[config.mk]
export PLATFORM = sky130hd
export DESIGN_NAME = ifetch_stage_flat
export DESIGN_NICKNAME = d
export VERILOG_FILES = /design/src/rtl/ifetch_stage_if.sv /design/src/rtl/ifetch_stage.sv /design/src/flat_wrapper.sv
export SDC_FILE = /design/constraint.sdc
export NUM_CORES = 1
export LEC_CHECK = 0
export ABC_AREA = 1
export CAP_MARGIN = 20
export CORE_MARGIN = 3
export CORE_UTILIZATION = 29
export DETAILED_ROUTE_END_ITERATION = 12
export SLEW_MARGIN = 20
export SYNTH_ARGS = -nofsm -noshare
export SYNTH_HDL_FRONTEND = slang
export SYNTH_SLANG_ARGS = --single-unit
[constraint.sdc]
create_clock -name clk -period 1.5 [get_ports clk]
set_clock_uncertainty 0.05 [all_clocks]
set_input_delay 0.225 -clock clk [delete_from_list [all_inputs] [get_ports clk]]
set_output_delay 0.225 -clock clk [all_outputs]
set_load 0.01 [all_outputs]
[src/rtl/ifetch_stage_if.sv]
// Fetch-stage bus: pipeline control in, instruction-memory port, and the
// instruction register handed to decode.
interface ifetch_stage_if #(
    parameter int PC_W  = 10,
    parameter int INS_W = 16
);
    logic             stall;
    logic             redirect;
    logic [PC_W-1:0]  redirect_pc;
    logic [PC_W-1:0]  im_addr;
    logic [INS_W-1:0] im_data;
    logic [INS_W-1:0] ir;
    logic [PC_W-1:0]  ir_pc;
    logic             ir_valid;
    logic             halted;

    // Fetch stage side
    modport master (
        input  stall, redirect, redirect_pc, im_data,
        output im_addr, ir, ir_pc, ir_valid, halted
    );

    // Environment side: pipeline control, instruction memory and decode
    modport slave (
        output stall, redirect, redirect_pc, im_data,
        input  im_addr, ir, ir_pc, ir_valid, halted
    );
endinterface

[src/rtl/ifetch_stage.sv]
// Instruction-fetch stage: PC register, instruction register, BOOT/RUN(/HALT) FSM.
// Optional FETCH_HALT_EN: an all-zero instruction word halts fetch until reset.
module ifetch_stage #(
    parameter int              PC_W     = 10,
    parameter int              INS_W    = 16,
    parameter logic [PC_W-1:0] RESET_PC = '0
) (
    input  logic          clk,
    input  logic          rst,
    ifetch_stage_if.master bus
);
    typedef enum logic [1:0] {
        BOOT = 2'd0,
        RUN  = 2'd1,
        HALT = 2'd2
    } state_t;

    state_t           r_state;
    logic [PC_W-1:0]  r_pc;
    logic [INS_W-1:0] r_ir;
    logic [PC_W-1:0]  r_ir_pc;
    logic             r_ir_valid;
    logic             r_halted;
    logic             w_zero_word;

    assign w_zero_word = (bus.im_data == '0);

    always_ff @(posedge clk or negedge rst) begin
        if (!rst) begin
            r_state    <= BOOT;
            r_pc       <= RESET_PC;
            r_ir       <= '0;
            r_ir_pc    <= '0;
            r_ir_valid <= 1'b0;
            r_halted   <= 1'b0;
        end else begin
            case (r_state)
                BOOT: begin
                    // One bubble after reset; a redirect here still lands in RUN.
                    if (bus.redirect) begin
                        r_pc <= bus.redirect_pc;
                    end
                    r_ir_valid <= 1'b0;
                    r_state    <= RUN;
                end
                RUN: begin
                    if (bus.redirect) begin
                        r_pc       <= bus.redirect_pc;
                        r_ir_valid <= 1'b0;
                    end else if (bus.stall) begin
                        r_pc       <= r_pc;
                    end
`ifdef FETCH_HALT_EN
                    else if (w_zero_word) begin
                        r_ir_valid <= 1'b0;
                        r_halted   <= 1'b1;
                        r_state    <= HALT;
                    end
`endif
                    else begin
                        r_ir       <= bus.im_data;
                        r_ir_pc    <= r_pc;
                        r_ir_valid <= 1'b1;
                        r_pc       <= r_pc + PC_W'(1);
                    end
                end
                HALT: begin
                    // Only reset leaves HALT.
                    r_ir_valid <= 1'b0;
                    r_halted   <= 1'b1;
                end
                default: begin
                    r_state <= BOOT;
                end
            endcase
        end
    end

    assign bus.im_addr  = r_pc;
    assign bus.ir       = r_ir;
    assign bus.ir_pc    = r_ir_pc;
    assign bus.ir_valid = r_ir_valid;
`ifdef FETCH_HALT_EN
    assign bus.halted   = r_halted;
`else
    assign bus.halted   = 1'b0;
    logic w_unused;
    assign w_unused     = r_halted ^ w_zero_word;
`endif
endmodule

[src/flat_wrapper.sv]
// flat-port wrapper written by rule: the top's interface ports become plain ports
module ifetch_stage_flat 
#(
    parameter int              PC_W     = 10,
    parameter int              INS_W    = 16,
    parameter logic [PC_W-1:0] RESET_PC = '0
)
  (clk, rst, bus_stall, bus_redirect, bus_redirect_pc, bus_im_data, bus_im_addr, bus_ir, bus_ir_pc, bus_ir_valid, bus_halted);
  ifetch_stage_if #(.PC_W(PC_W), .INS_W(INS_W)) bus_i ();
  input  logic clk;
  input  logic rst;
  input wire logic [$bits(bus_i.stall)-1:0] bus_stall;
  input wire logic [$bits(bus_i.redirect)-1:0] bus_redirect;
  input wire logic [$bits(bus_i.redirect_pc)-1:0] bus_redirect_pc;
  input wire logic [$bits(bus_i.im_data)-1:0] bus_im_data;
  output wire logic [$bits(bus_i.im_addr)-1:0] bus_im_addr;
  output wire logic [$bits(bus_i.ir)-1:0] bus_ir;
  output wire logic [$bits(bus_i.ir_pc)-1:0] bus_ir_pc;
  output wire logic [$bits(bus_i.ir_valid)-1:0] bus_ir_valid;
  output wire logic [$bits(bus_i.halted)-1:0] bus_halted;
  assign bus_i.stall = bus_stall;
  assign bus_i.redirect = bus_redirect;
  assign bus_i.redirect_pc = bus_redirect_pc;
  assign bus_i.im_data = bus_im_data;
  assign bus_im_addr = bus_i.im_addr;
  assign bus_ir = bus_i.ir;
  assign bus_ir_pc = bus_i.ir_pc;
  assign bus_ir_valid = bus_i.ir_valid;
  assign bus_halted = bus_i.halted;
  ifetch_stage #(.PC_W(PC_W), .INS_W(INS_W), .RESET_PC(RESET_PC)) u_core (.clk(clk), .rst(rst), .bus(bus_i));
endmodule
==> impl_metrics.tcl <==
set metrics [dict create \
    num_vias 1603 \
    cp_max_fo 2 \
    cts_tree "yes" \
    fill_cells 549 \
    required_ns 1.22 \
    finalCriticalPeriod_ns 1.46 \
    final_common_cell "nand2_1" \
    cts_num_sinks 38 \
    ios 68 \
    reg2reg_depth 9 \
    worst_ep_arrival_time_ns 1.19 \
    grt.total_usage_pct 13.3 \
    start_util_pct 30.5 \
    max_freq_mhz 684 \
    place_congestion 0.822 \
    nets 335 \
    viasPerCell 4.26 \
    cts_root_buf "clkbuf_8" \
    drv_cap 0 \
    layout_common_cells "nand2_1 (98), clkdlybuf4s50_1 (53), dfrtp_1 (37)" \
    design.die.area_mm2 0.00685 \
    synth_largest_area_cell "dfrtp_1" \
    overflow 0 \
    crit_chain "clkdlybuf4s50_1" \
    core-area_mm2 0.00561 \
    cp_slowest_cell "clkdlybuf4s50_1" \
    critPathBufInv 1 \
    drive_above_1_share_pct 11.5 \
    synth_top_area_share_pct 55.7 \
    die_y_um 82.7 \
    yosysSeqAreaShare_pct 55.7 \
    place_area_mm2 0.00257 \
    drt_wl_total_um 4390 \
    yosysUniqueCellTypes 19 \
    diodes 0 \
    fin_util_pct 48.4 \
    antenna_found_initial 0 \
    multi_input_area_um2 654 \
    hold_viol 0 \
    p_leak_nw 1.42 \
    powerDensity_mw_per_mm2 1000 \
    syn_inst 215 \
    ant_nets 0 \
    drc 0 \
    crit_cells 1 \
    cts_max_level 2 \
    cts_inserted_buffers 5 \
    worstHoldPathType "in -> async" \
    yosys-top-cells-area "dfrtp_1 (56%), nand2_1 (22%), o21ai_0 (3.8%)" \
    synth_nets 246 \
    synth-seq-cells 38 \
    clk_latency_ns 0.28 \
    tns_ns 0 \
    firstDrtPassIters 4 \
    wl_per_cell_um 11.7 \
    rows 27 \
    grt_pass1_vias 1457 \
    seqCellArea_um2 952 \
    syn_avg_cell_area_um2 7.94 \
    grt_pass1_wl_um 6710 \
    outcome "finished clean" \
    setup_viol 0 \
    critPathKind "reg -> out" \
    dpl.hpwl_um 3290 \
    fin_area_mm2 0.00271 \
    die_w_um 82.7 \
    max_stage_delay_ns 0.56 \
    setup_ws_ns 0.0386 \
    rsz0062_at_grt "no" \
    end_kind "primary output" \
    drv_slew 0 \
    synth_warnings 0 \
    areaGrowthSynthToFinish_pct 58.8 \
    clkTransAtPathRegs_ns 0.07 \
    dp_slack_ns -0.103 \
    io_buffers 66 \
    clk_path_buf_depth 2 \
    grt_max_degree 24 \
    syn_area_mm2 0.00171 \
    crit_path_start_kind "register" \
    ir_worst_vdd_mv 0.366 \
    period_share_pct 97.4 \
    drt_iter0_markers 34 \
    cp_top_family "buffers and inverters" \
]
## timing repair
action	in CTS	in global routing
endpoints found under the setup margin	9	10
hold buffers	1	0
endpoints found under the hold margin	15	0
resized for setup	5	10
buffers inserted	5	0
## logic make-up after synthesis
group	Yosys count	synth area share (%)
other	2	0.440
buffers and inverters	23	6.30
AOI/OAI and AO/OA	18	5.49
DFF	38	55.7
adders and majority gates	1	0.732
and+or+nand+nor	133	31.4
## power breakdown
part / switching [W] / total (W) / leakage [nW] / internal (W)
combinational: 0.000361 / 0.000814 / 0.920 / 0.000453
sequential: 0.0000888 / 0.00127 / 0.463 / 0.00118
clock: 0.000320 / 0.000640 / 0.0383 / 0.000320
## cells in the mapped netlist
library cell and number:
o21ai_0 13, buf_4 1, clkbuf_1 1, o22ai_1 2, a21oi_1 2, inv_1 14, nand2_1 98, nor3_1 3
nand3_1 12, dfrtp_1 38, conb_1 2, nor2_1 17, ha_1 1, nand4_1 1, buf_2 2, a31oi_1 1
inv_2 3, buf_6 2, nand2_4 2
## state kept, by name, indices dropped and copies added (netlist names)
signal	count
u_core.bus.ir_valid	1
u_core.bus.ir	16
u_core.r_state	1
u_core.bus.im_addr	10
u_core.bus.ir_pc	10
## layer usage
layer / share of wire (%) / vias to the layer above / track usage, %
met5: 0 / - / 0
met4: 0.82 / 0 / 5.39
met3: 6.8 / 6 / 3.04
met2: 47 / 47 / 22.4
met1: 45 / 704 / 16.3
li1: - / 846 / -
## path summary, 6_finish.rpt
path	endpoint	slack [ns]	from
setup / recovery	bus_im_addr[6]	0.04	u_core.bus.im_addr[6]$_DFFE_PN0P_
hold / removal	u_core.bus.ir_pc[2]$_DFFE_PN0P_	0.35	rst
setup reg to reg	u_core.bus.im_addr[8]$_DFFE_PN0P_	0.15	u_core.bus.im_addr[1]$_DFFE_PN0P_
hold reg to reg	u_core.bus.ir_pc[1]$_DFFE_PN0P_	0.43	u_core.bus.ir_pc[1]$_DFFE_PN0P_
max in group asynchronous	u_core.bus.ir[15]$_DFFE_PN0P_	0.59	rst
min in group clk	u_core.bus.ir_pc[1]$_DFFE_PN0P_	0.43	u_core.bus.ir_pc[1]$_DFFE_PN0P_
## area by class of cell
class | instances | share of cell area [%]
Inverter | 17 | 2.35
Multi-Input combinational cell | 154 | 24.1
Clock buffer | 7 | 2.81
Timing Repair Buffer | 88 | 32.3
Tap cell | 72 | 3.32
Sequential cell | 38 | 35.1
## through the flow
| stage | hold WS (ns) | cells | power [W] |
|---|---|---|---|
| after floorplan | -0.121 | 215 | 0.00159 |
| after global placement | 0.124 | 363 | 0.00209 |
| after detailed placement | 0.129 | 363 | 0.00210 |
| after CTS | 0.365 | 376 | 0.00277 |
| after global routing | 0.374 | 376 | 0.00292 |
| final | 0.349 | 376 | 0.00272 |
Note: power is estimated with default switching activity, not from simulation.
